--- src/rtl/mc_rb_skew_fuse_cap_pkg.sv ---
// ---------------------------------------------------------------------------
// mc_rb_skew_pkg
// Shared definitions for the eFuse skew-code capture block: default geometry,
// FSM state encoding and the terminal-address helper.
// No ports (package).
// ---------------------------------------------------------------------------
package mc_rb_skew_pkg;

    localparam int DEF_NUM_LANES = 4;
    localparam int DEF_SKEW_W    = 5;
    localparam int DEF_ADDR_W    = 5;

    typedef logic [1:0] state_t;

    localparam state_t ST_IDLE    = 2'd0;
    localparam state_t ST_CAPTURE = 2'd1;
    localparam state_t ST_COMMIT  = 2'd2;

    // One fuse bit per address, addresses start at 1, so the final address
    // equals the total number of code bits.
    function automatic int last_addr(input int num_lanes, input int skew_w);
        return num_lanes * skew_w;
    endfunction

endpackage

--- src/rtl/mc_rb_skew_fuse_cap_if.sv ---
// ---------------------------------------------------------------------------
// mc_rb_skew_fuse_cap_if
// Bundles the address/data stream from the upstream skew address counter and
// the committed-code outputs of the capture block.
//   skew_addr_cntr_i   address step, 0 = idle          (master -> slave)
//   mc_rb_ef1_sdata_i  serial fuse bit for that step    (master -> slave)
//   skew_code_o        committed per-lane codes         (slave -> master)
//   skew_load_o        one-cycle update strobe          (slave -> master)
//   skew_vld_o         sticky: a commit happened        (slave -> master)
//   seq_err_o          sticky: last sequence was bad    (slave -> master)
//   busy_o             capture or commit in progress    (slave -> master)
// ---------------------------------------------------------------------------
interface mc_rb_skew_fuse_cap_if
    import mc_rb_skew_pkg::*;
#(
    parameter int NUM_LANES = DEF_NUM_LANES,
    parameter int SKEW_W    = DEF_SKEW_W,
    parameter int ADDR_W    = DEF_ADDR_W
);

    logic [ADDR_W-1:0]           skew_addr_cntr_i;
    logic                        mc_rb_ef1_sdata_i;
    logic [NUM_LANES*SKEW_W-1:0] skew_code_o;
    logic                        skew_load_o;
    logic                        skew_vld_o;
    logic                        seq_err_o;
    logic                        busy_o;

    modport master (
        output skew_addr_cntr_i,
        output mc_rb_ef1_sdata_i,
        input  skew_code_o,
        input  skew_load_o,
        input  skew_vld_o,
        input  seq_err_o,
        input  busy_o
    );

    modport slave (
        input  skew_addr_cntr_i,
        input  mc_rb_ef1_sdata_i,
        output skew_code_o,
        output skew_load_o,
        output skew_vld_o,
        output seq_err_o,
        output busy_o
    );

endinterface

--- src/rtl/mc_rb_skew_fuse_cap_shadow.sv ---
// ---------------------------------------------------------------------------
// mc_rb_skew_shadow
// Shadow register that collects fuse bits one at a time, plus the lane/bit
// index counters that select where the next bit lands.
//   clk      fuse serial clock
//   rst_n    synchronous active-low reset
//   wr_en    write data into the current lane/bit slot, then advance
//   idx_clr  return the indices to lane 0 / bit 0 (ignored while wr_en)
//   data     serial fuse bit
//   shadow   collected bits, lane n at [n*SKEW_W +: SKEW_W]
// ---------------------------------------------------------------------------
module mc_rb_skew_shadow
    import mc_rb_skew_pkg::*;
#(
    parameter int NUM_LANES = DEF_NUM_LANES,
    parameter int SKEW_W    = DEF_SKEW_W
) (
    input  logic                        clk,
    input  logic                        rst_n,
    input  logic                        wr_en,
    input  logic                        idx_clr,
    input  logic                        data,
    output logic [NUM_LANES*SKEW_W-1:0] shadow
);

    localparam int LANE_W = (NUM_LANES > 1) ? $clog2(NUM_LANES) : 1;
    localparam int BIT_W  = (SKEW_W > 1) ? $clog2(SKEW_W) : 1;

    localparam logic [LANE_W-1:0] LANE_LAST = LANE_W'(NUM_LANES - 1);
    localparam logic [BIT_W-1:0]  BIT_LAST  = BIT_W'(SKEW_W - 1);

    logic [LANE_W-1:0]                  lane_idx;
    logic [BIT_W-1:0]                   bit_idx;
    logic [NUM_LANES-1:0][SKEW_W-1:0]   shadow_q;

    // Index counters replace a divide/modulo of the address: bit_idx walks
    // through a lane and bumps lane_idx on the same edge it wraps.
    always_ff @(posedge clk) begin
        if (!rst_n) begin
            lane_idx <= '0;
            bit_idx  <= '0;
        end else if (wr_en) begin
            if (bit_idx == BIT_LAST) begin
                bit_idx  <= '0;
                lane_idx <= (lane_idx == LANE_LAST) ? '0 : lane_idx + 1'b1;
            end else begin
                bit_idx <= bit_idx + 1'b1;
            end
        end else if (idx_clr) begin
            lane_idx <= '0;
            bit_idx  <= '0;
        end
    end

    // Shadow is deliberately not cleared between sequences; a complete
    // sequence overwrites every bit before it can be committed.
    always_ff @(posedge clk) begin
        if (!rst_n) begin
            shadow_q <= '0;
        end else if (wr_en) begin
            shadow_q[lane_idx][bit_idx] <= data;
        end
    end

    assign shadow = shadow_q;

endmodule

--- src/rtl/mc_rb_skew_fuse_cap.sv ---
// ---------------------------------------------------------------------------
// mc_rb_skew_fuse_cap
// Consumes the skew address counter stream, captures one fuse bit per
// address 1..LAST_ADDR, checks strict sequencing and commits the complete
// shadow into the per-lane skew codes with a one-cycle load strobe.
//   mc_rb_ef1_sclk_i    fuse serial clock (only clock)
//   gctl_rclk_orst_n_i  synchronous active-low reset
//   bus                 slave side of mc_rb_skew_fuse_cap_if (address/data in,
//                       code/load/vld/err/busy out)
// Parameters must match those of the connected interface instance.
// ---------------------------------------------------------------------------
module mc_rb_skew_fuse_cap
    import mc_rb_skew_pkg::*;
#(
    parameter int NUM_LANES = DEF_NUM_LANES,
    parameter int SKEW_W    = DEF_SKEW_W,
    parameter int ADDR_W    = DEF_ADDR_W
) (
    input  logic                  mc_rb_ef1_sclk_i,
    input  logic                  gctl_rclk_orst_n_i,
    mc_rb_skew_fuse_cap_if.slave  bus
);

    localparam int CODE_W    = NUM_LANES * SKEW_W;
    localparam int LAST_ADDR = last_addr(NUM_LANES, SKEW_W);

    localparam logic [ADDR_W-1:0] ADDR_ONE  = ADDR_W'(1);
    localparam logic [ADDR_W-1:0] ADDR_TWO  = ADDR_W'(2);
    localparam logic [ADDR_W-1:0] ADDR_LAST = ADDR_W'(LAST_ADDR);

    // The terminal address has to be representable on the address bus.
    generate
        if (LAST_ADDR > (2 ** ADDR_W) - 1) begin : g_bad_geometry
            $error("mc_rb_skew_fuse_cap: LAST_ADDR does not fit in ADDR_W bits");
        end
    endgenerate

    logic                clk;
    logic                rst_n;
    logic [ADDR_W-1:0]   addr;

    state_t              state_q;
    state_t              state_d;
    logic [ADDR_W-1:0]   expected_q;
    logic [ADDR_W-1:0]   expected_d;

    logic                addr_is_one;
    logic                addr_is_exp;
    logic                addr_is_last;
    logic                addr_in_seq;

    logic                wr_en;
    logic                idx_clr;
    logic                err_set;
    logic                commit;

    logic [CODE_W-1:0]   shadow;
    logic [CODE_W-1:0]   skew_code_q;
    logic                load_q;
    logic                vld_q;
    logic                err_q;

    assign clk   = mc_rb_ef1_sclk_i;
    assign rst_n = gctl_rclk_orst_n_i;
    assign addr  = bus.skew_addr_cntr_i;

    assign addr_is_one  = (addr == ADDR_ONE);
    assign addr_is_exp  = (addr == expected_q);
    assign addr_is_last = (addr == ADDR_LAST);
    // Addresses that only make sense mid-sequence; seeing one while idle
    // means the start of the sequence was missed.
    assign addr_in_seq  = (addr >= ADDR_TWO) && (addr <= ADDR_LAST);

    mc_rb_skew_shadow #(
        .NUM_LANES (NUM_LANES),
        .SKEW_W    (SKEW_W)
    ) u_shadow (
        .clk     (clk),
        .rst_n   (rst_n),
        .wr_en   (wr_en),
        .idx_clr (idx_clr),
        .data    (bus.mc_rb_ef1_sdata_i),
        .shadow  (shadow)
    );

    // State register plus the expected-address tracker that moves with it.
    always_ff @(posedge clk) begin
        if (!rst_n) begin
            state_q    <= ST_IDLE;
            expected_q <= ADDR_ONE;
        end else begin
            state_q    <= state_d;
            expected_q <= expected_d;
        end
    end

    // Next-state logic: any deviation from the expected address drops back
    // to IDLE; COMMIT lasts exactly one cycle and ignores the address bus.
    always_comb begin
        state_d    = state_q;
        expected_d = expected_q;
        case (state_q)
            ST_IDLE: begin
                if (addr_is_one) begin
                    state_d    = ST_CAPTURE;
                    expected_d = ADDR_TWO;
                end
            end
            ST_CAPTURE: begin
                if (addr_is_exp) begin
                    expected_d = expected_q + 1'b1;
                    if (addr_is_last) begin
                        state_d = ST_COMMIT;
                    end
                end else begin
                    state_d    = ST_IDLE;
                    expected_d = ADDR_ONE;
                end
            end
            ST_COMMIT: begin
                state_d    = ST_IDLE;
                expected_d = ADDR_ONE;
            end
            default: begin
                state_d    = ST_IDLE;
                expected_d = ADDR_ONE;
            end
        endcase
    end

    // Per-state control strobes. Indices are held at zero whenever no write
    // happens outside a healthy capture, so each new sequence starts at bit 0.
    always_comb begin
        wr_en   = 1'b0;
        idx_clr = 1'b1;
        err_set = 1'b0;
        commit  = 1'b0;
        case (state_q)
            ST_IDLE: begin
                if (addr_is_one) begin
                    wr_en = 1'b1;
                end else if (addr_in_seq) begin
                    err_set = 1'b1;
                end
            end
            ST_CAPTURE: begin
                if (addr_is_exp) begin
                    wr_en = 1'b1;
                end else begin
                    err_set = 1'b1;
                end
            end
            ST_COMMIT: begin
                commit = 1'b1;
            end
            default: begin
                idx_clr = 1'b1;
            end
        endcase
    end

    // Registered outputs: the load strobe is the registered commit, so it can
    // never be high two cycles running. A commit wins over any stale error.
    always_ff @(posedge clk) begin
        if (!rst_n) begin
            skew_code_q <= '0;
            load_q      <= 1'b0;
            vld_q       <= 1'b0;
            err_q       <= 1'b0;
        end else begin
            load_q <= commit;
            if (commit) begin
                skew_code_q <= shadow;
                vld_q       <= 1'b1;
                err_q       <= 1'b0;
            end else if (err_set) begin
                err_q <= 1'b1;
            end
        end
    end

    assign bus.skew_code_o = skew_code_q;
    assign bus.skew_load_o = load_q;
    assign bus.skew_vld_o  = vld_q;
    assign bus.seq_err_o   = err_q;
    assign bus.busy_o      = (state_q != ST_IDLE);

endmodule

--- src/flat_wrapper.sv ---
// flat-port wrapper written by rule: the top's interface ports become plain ports
module mc_rb_skew_fuse_cap_flat import mc_rb_skew_pkg::*;
#(
    parameter int NUM_LANES = DEF_NUM_LANES,
    parameter int SKEW_W    = DEF_SKEW_W,
    parameter int ADDR_W    = DEF_ADDR_W
)
  (mc_rb_ef1_sclk_i, gctl_rclk_orst_n_i, bus_skew_addr_cntr_i, bus_mc_rb_ef1_sdata_i, bus_skew_code_o, bus_skew_load_o, bus_skew_vld_o, bus_seq_err_o, bus_busy_o);
  mc_rb_skew_fuse_cap_if #(.NUM_LANES(NUM_LANES), .SKEW_W(SKEW_W), .ADDR_W(ADDR_W)) bus_i ();
  input  logic mc_rb_ef1_sclk_i;
  input  logic gctl_rclk_orst_n_i;
  input wire logic [$bits(bus_i.skew_addr_cntr_i)-1:0] bus_skew_addr_cntr_i;
  input wire logic [$bits(bus_i.mc_rb_ef1_sdata_i)-1:0] bus_mc_rb_ef1_sdata_i;
  output wire logic [$bits(bus_i.skew_code_o)-1:0] bus_skew_code_o;
  output wire logic [$bits(bus_i.skew_load_o)-1:0] bus_skew_load_o;
  output wire logic [$bits(bus_i.skew_vld_o)-1:0] bus_skew_vld_o;
  output wire logic [$bits(bus_i.seq_err_o)-1:0] bus_seq_err_o;
  output wire logic [$bits(bus_i.busy_o)-1:0] bus_busy_o;
  assign bus_i.skew_addr_cntr_i = bus_skew_addr_cntr_i;
  assign bus_i.mc_rb_ef1_sdata_i = bus_mc_rb_ef1_sdata_i;
  assign bus_skew_code_o = bus_i.skew_code_o;
  assign bus_skew_load_o = bus_i.skew_load_o;
  assign bus_skew_vld_o = bus_i.skew_vld_o;
  assign bus_seq_err_o = bus_i.seq_err_o;
  assign bus_busy_o = bus_i.busy_o;
  mc_rb_skew_fuse_cap #(.NUM_LANES(NUM_LANES), .SKEW_W(SKEW_W), .ADDR_W(ADDR_W)) u_core (.mc_rb_ef1_sclk_i(mc_rb_ef1_sclk_i), .gctl_rclk_orst_n_i(gctl_rclk_orst_n_i), .bus(bus_i));
endmodule
--- config.mk ---
export PLATFORM = sky130hd
export DESIGN_NAME = mc_rb_skew_fuse_cap_flat
export DESIGN_NICKNAME = d
export VERILOG_FILES = /design/src/rtl/mc_rb_skew_fuse_cap_pkg.sv /design/src/rtl/mc_rb_skew_fuse_cap_if.sv /design/src/rtl/mc_rb_skew_fuse_cap_shadow.sv /design/src/rtl/mc_rb_skew_fuse_cap.sv /design/src/flat_wrapper.sv
export SDC_FILE = /design/constraint.sdc
export NUM_CORES = 1
export LEC_CHECK = 0
export BUFFER_PORTS_ARGS = -buffer_cell sky130_fd_sc_hd__buf_2
export CAP_MARGIN = 0
export CORE_MARGIN = 2
export CORE_UTILIZATION = 50
export DETAILED_ROUTE_END_ITERATION = 6
export GPL_TIMING_DRIVEN = 1
export PLACE_DENSITY = 0.82
export SYNTH_ARGS = -nofsm -noshare
export SYNTH_HDL_FRONTEND = slang
export SYNTH_SLANG_ARGS = --single-unit
--- constraint.sdc ---
create_clock -name mc_rb_ef1_sclk_i -period 2.1 [get_ports mc_rb_ef1_sclk_i]
set_input_delay 0.63 -clock mc_rb_ef1_sclk_i [delete_from_list [all_inputs] [get_ports mc_rb_ef1_sclk_i]]
set_output_delay 0.63 -clock mc_rb_ef1_sclk_i [all_outputs]
set_load 0.02 [all_outputs]
# Yosys cells after proc, flatten, opt, wreduce, memory -nomap -nowiden
# Index checks and enable logic that the tools add are counted.
# totals
word_cells	62
inputBits	8
output_inout_bits	24
reg_bits	55
# classes
mux	21
reduce_logical	9
bitwise	2
order_cmp	6
eq_ne	9
add_sub_neg	3
# op_table
operator	n
20-bit bitwise mux	1
5-bit 2-to-1 mux	3
5-bit demux with 2-bit select	1
5-bit one-hot mux with 2 select lines	1
2-bit 2-to-1 mux	4
1-bit 2-to-1 mux	7
5-bit by 1-bit adder with 5-bit output, second input constant	1
5-bit by 1-bit equality test with 1-bit output, second input constant	1
5-bit equality test	1
5-bit equality test, second input constant	1
5-bit by 2-bit greater-or-equal comparator with 1-bit output, second input constant	1
5-bit <= comparator, second input constant	1
2-bit equality test, second input constant	2
3-bit by 4-bit < comparator with 1-bit output, second input constant	1
1-bit one-hot mux with 2 select lines	2
2-bit one-hot mux with 2 select lines	1
2-bit AND reduction	2
3-bit by 1-bit adder with 3-bit output, second input constant	1
1-bit demux with 3-bit select	1
3-bit equality test, second input constant	1
3-bit by 1-bit greater-or-equal comparator with 1-bit output, second input constant	1
1-bit logical AND	3
2-bit by 3-bit < comparator with 1-bit output, second input constant	1
3-bit != test, second input constant	1
other kinds (9)	10

# Depth between registers and ports, before layout
# depth
depth_word	7
mapped_depth	6
mapped_depth_nobuf	6

# Modules after synthesis
# Synthesis repeated with hierarchy kept, for this count alone.
# unflattened
cells_unflattened	232
area_unflattened_um2	2323.5
# modules_own_cells
module	seq_area_each_um2	cells_per_inst	area_each_um2	instances
mc_rb_skew_fuse_cap	600.6	116	1188.6	1
mc_rb_skew_shadow	500.5	116	1134.8	1

# Worst setup path before layout
# Ideal clock, no wire load.
# synth_path
path_kind	input to register
start	input port bus_skew_addr_cntr_i[1]
end	register u_core.u_shadow.shadow_q, in the netlist u_core.u_shadow.shadow[18]
path_buffers	1
path_slack_ps	343
arrival_time_ps	1625
t_required_ps	1968
path_stages	6
setup_time_ps	132
cell_sequence	nor4_2 > nand3_2 > o31ai_4 > buf_6 > nand4b_1 > mux2i_1
# synth_via
elab_chain_len	3
# synth_lines
item	line	text
start, declared	flat_wrapper.sv:12	input wire logic [$bits(bus_i.skew_addr_cntr_i)-1:0] bus_skew_addr_cntr_i;
5-bit equality test or 5-bit by 1-bit equality test with 1-bit output (tied branches)	mc_rb_skew_fuse_cap.sv:68, mc_rb_skew_fuse_cap.sv:67	
1-bit 2-to-1 mux (on tied branches)	mc_rb_skew_fuse_cap.sv:147, mc_rb_skew_fuse_cap.sv:140	
1-bit one-hot mux with 2 select lines *	mc_rb_skew_fuse_cap.sv:138	case (state_q)
end signal, assigned by index	mc_rb_skew_fuse_cap_shadow.sv:61	shadow_q[lane_idx][bit_idx] <= data;
end, declared	mc_rb_skew_fuse_cap_shadow.sv:34	logic [NUM_LANES-1:0][SKEW_W-1:0] shadow_q;
# Mark *: on every way between the ends. The rest lies on a longest branch, timed or not.
# A chain may end at the register's enable or synchronous reset.

# Worst setup path in the final report
# layout_path
start	register u_core.state_q[0]
end	output port bus_busy_o
# layout_via
elab_chain_len	1
# layout_lines
item	line	text
start, declared	mc_rb_skew_fuse_cap.sv:42	state_t state_q;
start signal, assigned	mc_rb_skew_fuse_cap.sv:92	state_q <= state_d;
2-bit nonzero test	mc_rb_skew_fuse_cap.sv:186	assign bus.busy_o = (state_q != ST_IDLE);
end, declared	flat_wrapper.sv:18	output wire logic [$bits(bus_i.busy_o)-1:0] bus_busy_o;
# Every way passes these cells.

==> results.md <==
- Status: complete, no violations
- IO Pins: 32
- Share of cells above drive strength 1: 0.1919
- Max Cap Viol: 0
- Clock-pin slew on the worst setup and hold paths: about 90 ps
- Setup TNS: 0 ps
- Wire per inst: about 14 um
- Final hold vios: 0
- Maximum vdd drop: between 0.4 and 0.5 mV
- Post-CTS Hold Buffers: 0
- Full die area: ~0.0053 sq mm
- WS Path Type: register to output port
- Sequential fraction of the synthesis area: 0.4671
- PD cells: between 600 and 700 mW/mm^2
- CP startpoint kind: register
- Critical Path AT: 1140 ps
- Relative slew slack: 0.4886
- Syn. warnings: 0
- F_max: 563.5 MHz
- Area grow syn2layout: 14.60%
- Slew Viols, Final: 0
- Leak pwr: ~1.2 nW
- Detailed Route WL: between 4000 and 5000 um
- Final Util: 0.6078
- Top post-synthesis cells by count: 55 x dfxtp_1, 28 x nand2_1, 21 x mux2i_1
- Worst hold margin: roughly 460 ps
- Main synth FF type: dfxtp_1
- PortBufs: 31
- CP required: roughly 1500 ps
- RSZ-0062 raised after global routing: no
- Slew @ Worst Pin: 761.2 ps
- Clk_lat worst skew: approximately 310 ps
- Clk buf depth: 2
- Syn nets: ~250
- First-pass GRT wire length: between 7000 and 8000 um
- GR Util All Layers: 0.1848
- Core area: 0.004444 sq mm
- Starting Density: 0.5304
- Net count, final: around 290
- Die Ht: 72.66 um
- Post-CTS Setup Bufs: 0
- Yosys top cell area share: 0.4671
- Yosys cell types: 33
- GR Util met1: 0.2472
- Final setup violation count: 0
- CTS tree: done
- Top-count cell post-synth: dfxtp_1
- Vias in the first global route: about 1600
- Syn avg cell area: 9.863 sq um
- Netlist Area Pre-Place: approximately 0.0024 sq mm
- Pre-CTS setup slack: ~73 ps
- DR pass1 iterations: 5
- Initial antenna violation count: 0
- Synth Register Bits: 55
- EDFF count, synth: 0
- Largest area contributor in the netlist: dfxtp_1
- DRC: 0
- Crit. End Element: output port
- Routed via count: around 1800
- H-tree depth: 2
- Routing usage on met3: 0.03867
- Grt met2 use: 0.2919
- CP Max Fanout: 7
- Maximum number of pins on one net before global-route repair: 23
- Post-CTS Resized: 0
- Number of diodes: 0
- Clock sink count: 55
- Final setup margin: roughly 330 ps
- Root Driver: clkbuf_8
- HPWL Detailed: between 3000 and 4000 um
- Fin crit share: 0.8450
- Post-synth ARST share: 0
- Antenna-violating nets left: 0
- CTS Buf Count: 5
- Busiest grt layer: met2
- Tmin final: between 1500 and 2000 ps
- Post-route cell area: 0.002701 sq mm
- Die Wd: 72.66 um
- Vias per cell: ~5.7
- Total gr overflow: 0
- Min-Delay Path Class: register to register
- Initial DRC count: between 150 and 200
- Placed inst area: 0.002595 sq mm
- Synth area leaders: dfxtp_1 47%, mux2i_1 8.9%, a22o_1 7.4%
- Clk_skew: 6.834 ps
- FP Rows: 24
- GP Congestion: 0.8653
- Synth Instances: between 200 and 250
## cell type report
cell class	instances	area (sq um)
Clock buffer	5	68.82
Clock inverter	2	37.54
Fill cell	377	1743
Inverter	7	26.28
Multi-Input combinational cell	163	1162
Sequential cell	55	1101
Tap cell	52	65.06
Timing Repair Buffer	39	240.2
## report_power, final
part / leakage, nW / internal [mW] / total, mW / switching, mW
Clock: 0.0502 / 0.349 / 0.677 / 0.329
Sequential: 0.443 / 1.05 / 1.05 / 0.00290
Combinational: 0.680 / 0.0279 / 0.0770 / 0.0491
Total: 1.17 / 1.42 / 1.80 / 0.380
## through the flow
step,std cells,total power [mW]
after floorplan,239,1.120
after global placement,316,1.148
after detailed placement,316,1.150
after CTS,323,1.818
after global routing,323,1.863
final,323,1.802
## cells by family after synthesis
family	Yosys count	synth area share
xor gates and xnor gates	5	0.01858
adders and majority gates	7	0.03715
and+or+nand+nor	89	0.2091
AOI/OAI and AO/OA	41	0.1391
DFF	55	0.4671
muxes	21	0.08917
buffers and inverters	21	0.03981
## critical path, cell delays in order, from the launching register on
cell     delay (ps)
dfxtp_1         380
nor2_1          210
inv_1            90
buf_2           160
## routing by layer
metal	wire length, um	vias up
li1	-	923
met1	2162	858
met2	2191	39
met3	182	8
met4	55	0
met5	0	-
## state kept, by name, indices dropped and copies added (netlist names)
signal,flops
u_core.expected_q,5
u_core.bus.seq_err_o,1
u_core.u_shadow.lane_idx,2
u_core.u_shadow.shadow,20
u_core.bus.skew_code_o,20
u_core.u_shadow.bit_idx,3
u_core.state_q,2
u_core.bus.skew_load_o,1
u_core.bus.skew_vld_o,1
## layout by cell type, fill, tap and decap left out, types with 2 or more instances in the layout
| cell | n |
|---|---|
| mux2i_1 | 21 |
| clkbuf_8 | 5 |
| buf_12 | 2 |
| buf_4 | 6 |
| nor4_1 | 2 |
| ha_1 | 7 |
| nand2_1 | 28 |
| a22o_1 | 20 |
| xnor2_1 | 5 |
| nor2_1 | 7 |
| and3_1 | 3 |
| nand4b_1 | 13 |
| buf_2 | 31 |
| nor3_1 | 9 |
| and2_1 | 2 |
| a21oi_1 | 4 |
| inv_1 | 7 |
| nand3_2 | 2 |
| o21ai_0 | 4 |
| nand2b_1 | 3 |
| nand3_1 | 12 |
| dfxtp_1 | 55 |
| nor3b_1 | 2 |
| nor2b_1 | 3 |
| a22oi_1 | 2 |
| a21boi_0 | 4 |
## worst paths after layout
| check | startpoint | cells past startpoint | endpoint | slack [ps] |
|---|---|---|---|---|
| min reg2reg | u_core.bus.skew_vld_o | 1 | u_core.bus.skew_vld_o | 460 |
| min | u_core.bus.skew_vld_o | 1 | u_core.bus.skew_vld_o | 460 |
| max reg2reg | u_core.u_shadow.bit_idx[0] | 4 | u_core.u_shadow.shadow[16] | 450 |
| max | u_core.state_q[0] | 3 | bus_busy_o | 330 |
(Power assumes the default switching activity.)
